File: config.mk
export PLATFORM = sky130hd
export DESIGN_NAME = bs_register_gen2_flat
export DESIGN_NICKNAME = d
export VERILOG_FILES = /design/src/rtl/bs_register_gen2_pkg.sv /design/src/rtl/bs_register_gen2_if.sv /design/src/rtl/bs_register_gen2_cell.sv /design/src/rtl/bs_register_gen2.sv /design/src/flat_wrapper.sv
export SDC_FILE = /design/constraint.sdc
export NUM_CORES = 1
export LEC_CHECK = 0
export CORE_ASPECT_RATIO = 0.8
export CORE_MARGIN = 1
export CORE_UTILIZATION = 35
export CTS_CLUSTER_SIZE = 28
export DETAILED_ROUTE_END_ITERATION = 8
export GPL_TIMING_DRIVEN = 1
export HOLD_SLACK_MARGIN = 0.03
export PLACE_DENSITY = 0.59
export SLEW_MARGIN = 20
export SYNTH_ARGS = -nofsm -noshare
export SYNTH_HDL_FRONTEND = slang
export SYNTH_HIERARCHICAL = 1
export SYNTH_SLANG_ARGS = --single-unit
File: constraint.sdc
create_clock -name tck_i -period 2.17 [get_ports tck_i]
set_input_delay 0.3255 -clock tck_i [delete_from_list [all_inputs] [get_ports tck_i]]
set_output_delay 0.3255 -clock tck_i [all_outputs]
set_load 0.005 [all_outputs]
File: src/rtl/bs_register_gen2_pkg.sv
// Shared definitions for the boundary-scan data register.
// Contents:
//   mode_e     instruction modes seen by the register
//   cnt_width  default width of the shift counter; one bit wider than needed to hold N,
//              so that an over-long shift stays distinguishable from exactly N
package bs_register_gen2_pkg;

    typedef enum logic [1:0] {
        ModeNormal = 2'b00,
        ModeSample = 2'b01,
        ModeExtest = 2'b10,
        ModeIntest = 2'b11
    } mode_e;

    function automatic int unsigned cnt_width(input int unsigned n);
        return int'($clog2(n + 1)) + 1;
    endfunction

endpackage

File: src/rtl/bs_register_gen2_if.sv
// Bus between the TAP side / pins and the boundary-scan data register.
// Signals:
//   par_in      parallel data from pins/core
//   par_out     parallel data to pins/core
//   shift_in    TDI-side serial input, enters at the MSB cell
//   shift_out   TDO-side serial output, LSB cell of the capture stage
//   mode        instruction mode (mode_e)
//   capture_dr  one-cycle capture enable
//   shift_dr    shift enable, one bit per clock
//   update_dr   one-cycle update enable
//   shift_cnt   bits shifted since the last capture, saturating
//   len_err     the last update saw shift_cnt != N
//   proto_err   sticky: more than one enable was asserted in a single cycle
// Modports: master drives the controls (TAP/bench); slave is the register.
interface bs_register_gen2_if #(
    parameter int unsigned N  = 10,
    parameter int unsigned CW = bs_register_gen2_pkg::cnt_width(N)
) ();

    logic [N-1:0]                par_in;
    logic [N-1:0]                par_out;
    logic                        shift_in;
    logic                        shift_out;
    bs_register_gen2_pkg::mode_e mode;
    logic                        capture_dr;
    logic                        shift_dr;
    logic                        update_dr;
    logic [CW-1:0]               shift_cnt;
    logic                        len_err;
    logic                        proto_err;

    modport master (
        output par_in, shift_in, mode, capture_dr, shift_dr, update_dr,
        input  par_out, shift_out, shift_cnt, len_err, proto_err
    );

    modport slave (
        input  par_in, shift_in, mode, capture_dr, shift_dr, update_dr,
        output par_out, shift_out, shift_cnt, len_err, proto_err
    );

endinterface

File: src/rtl/bs_register_gen2_cell.sv
// One boundary-scan cell: a capture/shift flop, an update flop and the parallel output mux.
// Ports:
//   clk_i, rst_ni  test clock, synchronous active-low reset
//   capture_i      load cap_q from par_in_i
//   shift_i        load cap_q from serial_i
//   update_i       load upd_q from cap_q
//   par_in_i       pin/core value of this bit
//   serial_i       serial input from the next-higher cell (or TDI for the MSB)
//   mode_i         instruction mode
//   cap_o          capture stage value (feeds the next-lower cell)
//   par_out_o      parallel output of this bit
// Dir selects the cell type: 1 = output cell (pin side), 0 = input cell (core side).
// The enables are expected to be mutually exclusive; the parent resolves priority.
module bs_register_gen2_cell
    import bs_register_gen2_pkg::*;
#(
    parameter bit Dir    = 1'b1,
    parameter bit RstVal = 1'b0
) (
    input  logic  clk_i,
    input  logic  rst_ni,
    input  logic  capture_i,
    input  logic  shift_i,
    input  logic  update_i,
    input  logic  par_in_i,
    input  logic  serial_i,
    input  mode_e mode_i,
    output logic  cap_o,
    output logic  par_out_o
);

    logic cap_q, cap_d;
    logic upd_q, upd_d;

    always_comb begin
        cap_d = cap_q;
        upd_d = upd_q;
        if (capture_i) begin
            cap_d = par_in_i;
        end else if (shift_i) begin
            cap_d = serial_i;
        end
        if (update_i) begin
            upd_d = cap_q;
        end
    end

    always_ff @(posedge clk_i) begin
        if (!rst_ni) begin
            cap_q <= 1'b0;
            upd_q <= RstVal;
        end else begin
            cap_q <= cap_d;
            upd_q <= upd_d;
        end
    end

    // Test modes hand the cell's own side to upd_q and leave the opposite side transparent.
    always_comb begin
        par_out_o = par_in_i;
        unique case (mode_i)
            ModeNormal, ModeSample: par_out_o = par_in_i;
            ModeExtest:             par_out_o = Dir ? upd_q : par_in_i;
            ModeIntest:             par_out_o = Dir ? par_in_i : upd_q;
            default:                par_out_o = par_in_i;
        endcase
    end

    assign cap_o = cap_q;

endmodule

File: src/rtl/bs_register_gen2.sv
// Parametrised boundary-scan data register (capture / shift / update chain).
// Ports:
//   tck_i    test clock, all state on the rising edge
//   trst_ni  synchronous active-low reset, overrides every enable
//   bus      slave side of bs_register_gen2_if (parallel data, serial data, mode,
//            enables, shift counter and error flags)
// Parameters:
//   N           chain length (N >= 2)
//   DIR_MASK    per-bit cell type, 1 = output cell, 0 = input cell
//   RST_VAL     reset value of the update stage
//   STRICT_LEN  1: an update after a shift count other than N leaves the update stage alone
//   CW          shift counter width
// Enable priority is capture > shift > update; only the winner acts.
module bs_register_gen2
    import bs_register_gen2_pkg::*;
#(
    parameter int unsigned N          = 10,
    parameter logic [N-1:0] DIR_MASK  = {N{1'b1}},
    parameter logic [N-1:0] RST_VAL   = {N{1'b0}},
    parameter bit          STRICT_LEN = 1'b0,
    parameter int unsigned CW         = cnt_width(N)
) (
    input logic               tck_i,
    input logic               trst_ni,
    bs_register_gen2_if.slave bus
);

    logic [N-1:0]  cap;
    logic [N-1:0]  chain_in;
    logic          cap_win, shift_win, update_win, update_en;
    logic          len_ok, multi_en;
    logic [CW-1:0] cnt_q, cnt_d;
    logic          len_err_q, len_err_d;
    logic          proto_err_q, proto_err_d;

    assign cap_win    = bus.capture_dr;
    assign shift_win  = bus.shift_dr & ~bus.capture_dr;
    assign update_win = bus.update_dr & ~bus.capture_dr & ~bus.shift_dr;
    assign len_ok     = (cnt_q == CW'(N));
    assign update_en  = update_win & (len_ok | ~STRICT_LEN);
    assign multi_en   = (bus.capture_dr & bus.shift_dr) | (bus.capture_dr & bus.update_dr) |
                        (bus.shift_dr & bus.update_dr);

    // Serial data moves towards bit 0; TDI enters at the MSB.
    assign chain_in = {bus.shift_in, cap[N-1:1]};

    for (genvar i = 0; i < int'(N); i++) begin : g_cell
        bs_register_gen2_cell #(
            .Dir    (DIR_MASK[i]),
            .RstVal (RST_VAL[i])
        ) u_cell (
            .clk_i     (tck_i),
            .rst_ni    (trst_ni),
            .capture_i (cap_win),
            .shift_i   (shift_win),
            .update_i  (update_en),
            .par_in_i  (bus.par_in[i]),
            .serial_i  (chain_in[i]),
            .mode_i    (bus.mode),
            .cap_o     (cap[i]),
            .par_out_o (bus.par_out[i])
        );
    end

    always_comb begin
        cnt_d       = cnt_q;
        len_err_d   = len_err_q;
        proto_err_d = proto_err_q | multi_en;
        if (cap_win) begin
            cnt_d = '0;
        end else if (shift_win) begin
            if (cnt_q != '1) begin
                cnt_d = cnt_q + 1'b1;
            end
        end else if (update_win) begin
            len_err_d = ~len_ok;
        end
    end

    always_ff @(posedge tck_i) begin
        if (!trst_ni) begin
            cnt_q       <= '0;
            len_err_q   <= 1'b0;
            proto_err_q <= 1'b0;
        end else begin
            cnt_q       <= cnt_d;
            len_err_q   <= len_err_d;
            proto_err_q <= proto_err_d;
        end
    end

    assign bus.shift_out = cap[0];
    assign bus.shift_cnt = cnt_q;
    assign bus.len_err   = len_err_q;
    assign bus.proto_err = proto_err_q;

endmodule

File: src/flat_wrapper.sv
// flat-port wrapper written by rule: the top's interface ports become plain ports
module bs_register_gen2_flat import bs_register_gen2_pkg::*;
#(
    parameter int unsigned N          = 10,
    parameter logic [N-1:0] DIR_MASK  = {N{1'b1}},
    parameter logic [N-1:0] RST_VAL   = {N{1'b0}},
    parameter bit          STRICT_LEN = 1'b0,
    parameter int unsigned CW         = cnt_width(N)
)
  (tck_i, trst_ni, bus_par_in, bus_shift_in, bus_mode, bus_capture_dr, bus_shift_dr, bus_update_dr, bus_par_out, bus_shift_out, bus_shift_cnt, bus_len_err, bus_proto_err);
  bs_register_gen2_if #(.N(N), .CW(CW)) bus_i ();
  input logic tck_i;
  input logic trst_ni;
  input wire logic [$bits(bus_i.par_in)-1:0] bus_par_in;
  input wire logic [$bits(bus_i.shift_in)-1:0] bus_shift_in;
  input wire logic [$bits(bus_i.mode)-1:0] bus_mode;
  input wire logic [$bits(bus_i.capture_dr)-1:0] bus_capture_dr;
  input wire logic [$bits(bus_i.shift_dr)-1:0] bus_shift_dr;
  input wire logic [$bits(bus_i.update_dr)-1:0] bus_update_dr;
  output wire logic [$bits(bus_i.par_out)-1:0] bus_par_out;
  output wire logic [$bits(bus_i.shift_out)-1:0] bus_shift_out;
  output wire logic [$bits(bus_i.shift_cnt)-1:0] bus_shift_cnt;
  output wire logic [$bits(bus_i.len_err)-1:0] bus_len_err;
  output wire logic [$bits(bus_i.proto_err)-1:0] bus_proto_err;
  assign bus_i.par_in = bus_par_in;
  assign bus_i.shift_in = bus_shift_in;
  assign bus_i.mode = bus_mode;
  assign bus_i.capture_dr = bus_capture_dr;
  assign bus_i.shift_dr = bus_shift_dr;
  assign bus_i.update_dr = bus_update_dr;
  assign bus_par_out = bus_i.par_out;
  assign bus_shift_out = bus_i.shift_out;
  assign bus_shift_cnt = bus_i.shift_cnt;
  assign bus_len_err = bus_i.len_err;
  assign bus_proto_err = bus_i.proto_err;
  bs_register_gen2 #(.N(N), .DIR_MASK(DIR_MASK), .RST_VAL(RST_VAL), .STRICT_LEN(STRICT_LEN), .CW(CW)) u_core (.tck_i(tck_i), .trst_ni(trst_ni), .bus(bus_i));
endmodule
* Yosys cells after proc, flatten, opt, wreduce, memory -nomap -nowiden
Cells that the tools add are included.
W data, S select, Z words.
** Word-level totals
- Flip-flop bits (word level) :: 27
- Output and inout port bits :: 18
- Logic and storage cells :: 79
** Cells by class
- Add/subtract/negate cells :: 1
- Equal/unequal tests :: 5
- Muxes and demuxes :: 30
- Bitwise gates (word level) :: 14
- Reduce and logical (&&, ||, !) cells :: 6
** Operator list (count)
- $mux W1 :: 20
- $pmux W1 S2 :: 10
- $and A1 B1 Y1 :: 6
- $add A5 B1 Y5 const B :: 1
- $eq A5 B4 Y1 const B :: 1
- $ne A5 B5 Y1 const B :: 1
- $not A1 Y1 :: 5
- $eq A2 B2 Y1 const B :: 2
- $or A1 B1 Y1 :: 3
- $reduce_and A3 Y1 :: 1
- $reduce_or A3 Y1 :: 1
- $eq A2 B1 Y1 const B :: 1
- $logic_not A2 Y1 :: 1
- $reduce_and A2 Y1 :: 1
- $reduce_bool A2 Y1 :: 1
- $reduce_or A2 Y1 :: 1

* Logic depth before layout (Yosys ltp)
- Depth after elaboration :: 4
- Gate-level depth with buffers :: 6

* Cells and area by module
Netlist, hierarchy kept.
** Modules (own cells, without submodules)
- bs_register_gen2_cell :: instances 10, cells an instance 9, area each 101.3 um^2, sequential area each 40.0 um^2
- bs_register_gen2 :: instances 1, cells an instance 36, area each 342.8 um^2, sequential area each 140.1 um^2

* Least setup slack after synthesis
No wires, ideal clock.
- Kind :: in2reg
- Start :: in bus_capture_dr
- End :: reg u_core.g_cell[0].u_cell.upd_q
- Setup time :: 116 ps
- Arrival time :: 1882 ps
- Setup slack :: 172 ps
- Stages on the path :: 3
- Buffers on the path :: 0
- Cell sequence :: nor3b_1 mux2i_1 nor2b_1
** Between the ends
- Cells in the longest elaborated chain, start to end :: 3
** RTL lines
- start: declaration :: line flat_wrapper.sv:17 : input wire logic [$bits(bus_i.capture_dr)-1:0] bus_capture_dr;
- $not A1 Y1 (no line)
- $and A1 B1 Y1 (2 in series) :: line bs_register_gen2.sv:38 : assign update_win = bus.update_dr & ~bus.capture_dr & ~bus.shift_dr;
- end signal: assignment :: line bs_register_gen2_cell.sv:51 : upd_q <= RstVal;
- end signal: assignment :: line bs_register_gen2_cell.sv:54 : upd_q <= upd_d;
- end: declaration :: line bs_register_gen2_cell.sv:33 : logic upd_q, upd_d;
No other way between the ends.
A chain may end at the register's enable or synchronous reset.

* Final worst setup path
- Start :: in bus_mode[1]
- End :: out bus_par_out[9]
** Between the ends
- Cells in the longest elaborated chain, start to end :: 3
- Elaborated cells on any way between the ends :: 6
- Those cells by class :: eq/ne: 3; mux: 1; reduce/logical: 2
** RTL lines
- start: declaration :: line flat_wrapper.sv:16 : input wire logic [$bits(bus_i.mode)-1:0] bus_mode;
- $eq A2 B2 Y1 (tied with other cells) :: line bs_register_gen2_cell.sv:61 : unique case (mode_i)
- $reduce_or A3 Y1 (no line)
- $pmux W1 S2 * :: line bs_register_gen2_cell.sv:61
- end: declaration :: line flat_wrapper.sv:20 : output wire logic [$bits(bus_i.par_out)-1:0] bus_par_out;
Mark *: on every way between the ends. The rest lies on a longest branch, timed or not.

==> impl_metrics.env <==
export IMPL_async_flop_share=0
export IMPL_synth_cells=126
export IMPL_path_cells="clkdlybuf4s50_1, buf_4, nand2b_1, mux2_2, clkdlybuf4s50_1"
export IMPL_max_slew_worst_pin_slew_ns=0.327
export IMPL_cts_setup_buffers=0
export IMPL_num_nets_final=197
export IMPL_switching_share=0.231
export IMPL_ir_worst_vdd_uv=301
export IMPL_hold_class="flip-flop to flip-flop"
export IMPL_drt_iter0_markers=17
export IMPL_power_density_nw_per_um2=528
export IMPL_fin_crit_ns=2.07
export IMPL_grt_use_total=0.149
export IMPL_worstPathMaxFanout=10
export IMPL_hpwl_mm=2.15
export IMPL_synth_edf_count=0
export IMPL_clkSlewWorstSetupHoldPaths_ns=0.09
export IMPL_cp_required_ns=1.84
export IMPL_rsz0062_at_grt="false"
export IMPL_die_w_um=71.6
export IMPL_synth_fp_nets=147
export IMPL_ys_seq_elements=27
export IMPL_final_util=0.533
export IMPL_drc=0
export IMPL_cpMaxStageDelayCell="clkdlybuf4s50_1"
export IMPL_via_per_inst=4.88
export IMPL_overflow=0
export IMPL_crit_path_end_kind="output pin"
export IMPL_clock_sinks=27
export IMPL_drive_gt1_frac=0.143
export IMPL_clkPwrFrac=0.278
export IMPL_htree_levels=1
export IMPL_synthesis_area_um2=1360
export IMPL_dieArea_um2=4130
export IMPL_clk_latency_ns=0.27
export IMPL_crit_path_max_incr_delay_ns=0.44
export IMPL_core_area_um2=3570
export IMPL_period_share=0.956
export IMPL_io_buffer_count=35
export IMPL_reg2reg_slack_ns=0.43
export IMPL_critPathLaunchType="input port"
export IMPL_row_count=19
export IMPL_slew_headroom=0.782
export IMPL_switchingPower_w=0.000232
export IMPL_routed_via_count=1058
export IMPL_p_seq_frac=0.531
export IMPL_wl_per_cell_um=13.6
export IMPL_cts_tree="done"
export IMPL_crit_top_cell="clkdlybuf4s50_1"
export IMPL_maxSlewViolCount=0
export IMPL_fin_setup_tns_ns=0
export IMPL_drtAntennaViolNets=0
export IMPL_firstDrtPassIters=4
export IMPL_maxCapViolations=0
export IMPL_finalSetupViolCount=0
export IMPL_clockBufferDepth=2
export IMPL_fp_dieH_um=57.7
export IMPL_p_int_w=0.000772
export IMPL_grt_max_degree=16
export IMPL_ctsRootBufferMaster="clkbuf_8"
export IMPL_synth_cell_types=26
export IMPL_routed_wl_mm=2.94
export IMPL_ys_seq_area_frac=0.399
export IMPL_grt_pass1_wl_mm=4.85
export IMPL_hold_viol_final=0
export IMPL_gp_congestion=0.736
export IMPL_syn_to_final_growth_pct=40.1
export IMPL_yosysWarnings=6
export IMPL_leakage_nw=0.857
export IMPL_p_comb_frac=0.192
export IMPL_finClkSkew_ns=0.0102
export IMPL_crit_type="input port to output pin"
export IMPL_finalPower_w=0.00100
export IMPL_ioPinCount=36
export IMPL_n_antenna_cell=0
export IMPL_crit_arrival_ns=1.75
export IMPL_cts_buffers=3
export IMPL_fmax_mhz=482
export IMPL_synth_main_ff_cell="dfxtp_1"
export IMPL_status="finished clean"
export IMPL_synth_avg_cell_area_um2=10.8
export IMPL_initial_utilization=0.380
export IMPL_antenna_found_initial=0
export IMPL_grt_pass1_vias=1039
[registers in the layout, summed over array words and instances, names as in the netlist]
signal                      cells
u_core/bus.len_err              1
u_core/bus.proto_err            1
u_core/bus.shift_cnt            5
u_core/g_cell.u_cell/cap_o     10
u_core/g_cell.u_cell/upd_q     10
[placed cells by master, fill, tap and decap left out, drive strengths merged, types with 2 or more instances in the layout]
| master | count |
|---|---|
| clkdlybuf4s50 | 30 |
| nor2b | 11 |
| buf | 10 |
| nor2 | 3 |
| ha | 3 |
| dfxtp | 27 |
| nand2b | 22 |
| dlymetal6s2s | 5 |
| o211a | 11 |
| nand2 | 3 |
| a21oi | 2 |
| mux2i | 10 |
| mux2 | 20 |
| clkbuf | 4 |
[cells in the mapped netlist, types with 2 or more instances]
master    number  area, um^2
mux2i_1       10         100
o211a_1       11         110
nor2_1         3        11.3
ha_1           3        37.5
nand2b_1      21         131
nor2b_1       11        68.8
mux2_2        10         113
dfxtp_1       27         541
a21oi_1        2        10.0
nand2_1        3        11.3
mux2_1        10         113
[repair_timing]
| action | 4_1_cts | 5_1_grt |
|---|---|---|
| resized for setup | 0 | 6 |
| endpoints found under the setup margin | 0 | 10 |
| hold buffers | 0 | 0 |
[path summary, 6_finish.rpt]
check / start / end / cells past startpoint
worst max-delay path: bus_mode[1] / bus_par_out[9] / 5
worst min-delay path: u_core/bus.proto_err / u_core/bus.proto_err / 1
worst max register to register: u_core/bus.shift_cnt[0] / u_core/bus.shift_cnt[3] / 6
worst min register to register: u_core/bus.proto_err / u_core/bus.proto_err / 1
[power by group through the flow]
stage	Clock [W]	Combinational (W)	Sequential, W
after floorplan	0	0.0000847	0.000540
after global placement	0	0.000192	0.000544
after detailed placement	0	0.000195	0.000545
after CTS	0.000294	0.000197	0.000533
after global routing	0.000314	0.000210	0.000536
final	0.000279	0.000193	0.000533
[layer usage]
layer | routed length, um | up-vias | track usage | share of wire
met4 | 13 | 0 | 0.0168 | 0.0044
li1 | - | 547 | - | -
met2 | 1310 | 20 | 0.248 | 0.45
met5 | 0 | - | 0 | 0
met3 | 109 | 2 | 0.0417 | 0.037
met1 | 1510 | 489 | 0.202 | 0.51
[cell families (layout without fill, tap and decap cells)]
family / Yosys count / after routing / share of synthesized area
and+or+nand+nor: 46 / 46 / 0.208
muxes: 30 / 30 / 0.240
DFF: 27 / 27 / 0.399
AOI/OAI and AO/OA: 16 / 16 / 0.103
adders and majority gates: 4 / 4 / 0.0351
xor gates and xnor gates: 2 / 2 / 0.0129
buffers and inverters: 1 / 50 / 0.00276
[per-stage QoR]
step                      instances  area, um^2  setup slack (ns)  hold slack (ns)
final                           217        1900            0.0959            0.480
after detailed placement        213        1840            0.0134            0.459
after CTS                       217        1880           0.00180            0.482
after global routing            217        1900            0.0391            0.503
after global placement          213        1840            0.0177            0.449
after floorplan                 126        1360             0.172            0.443
[critical path: cells and delay by family]
kind / cells / cell delay (ns)
buf+inv: 3 / 1.01
simple gates: 1 / 0.08
mux: 1 / 0.32
[area by class of cell]
cell class | instances | area [um^2]
clock buffers | 4 | 45.0
fillers | 328 | 1670
inverters | 1 | 3.75
multi-input cells | 98 | 817
flip-flops and latches | 27 | 541
well taps | 42 | 52.6
repair buffers | 45 | 442
Power figures use the tool's default switching activity.
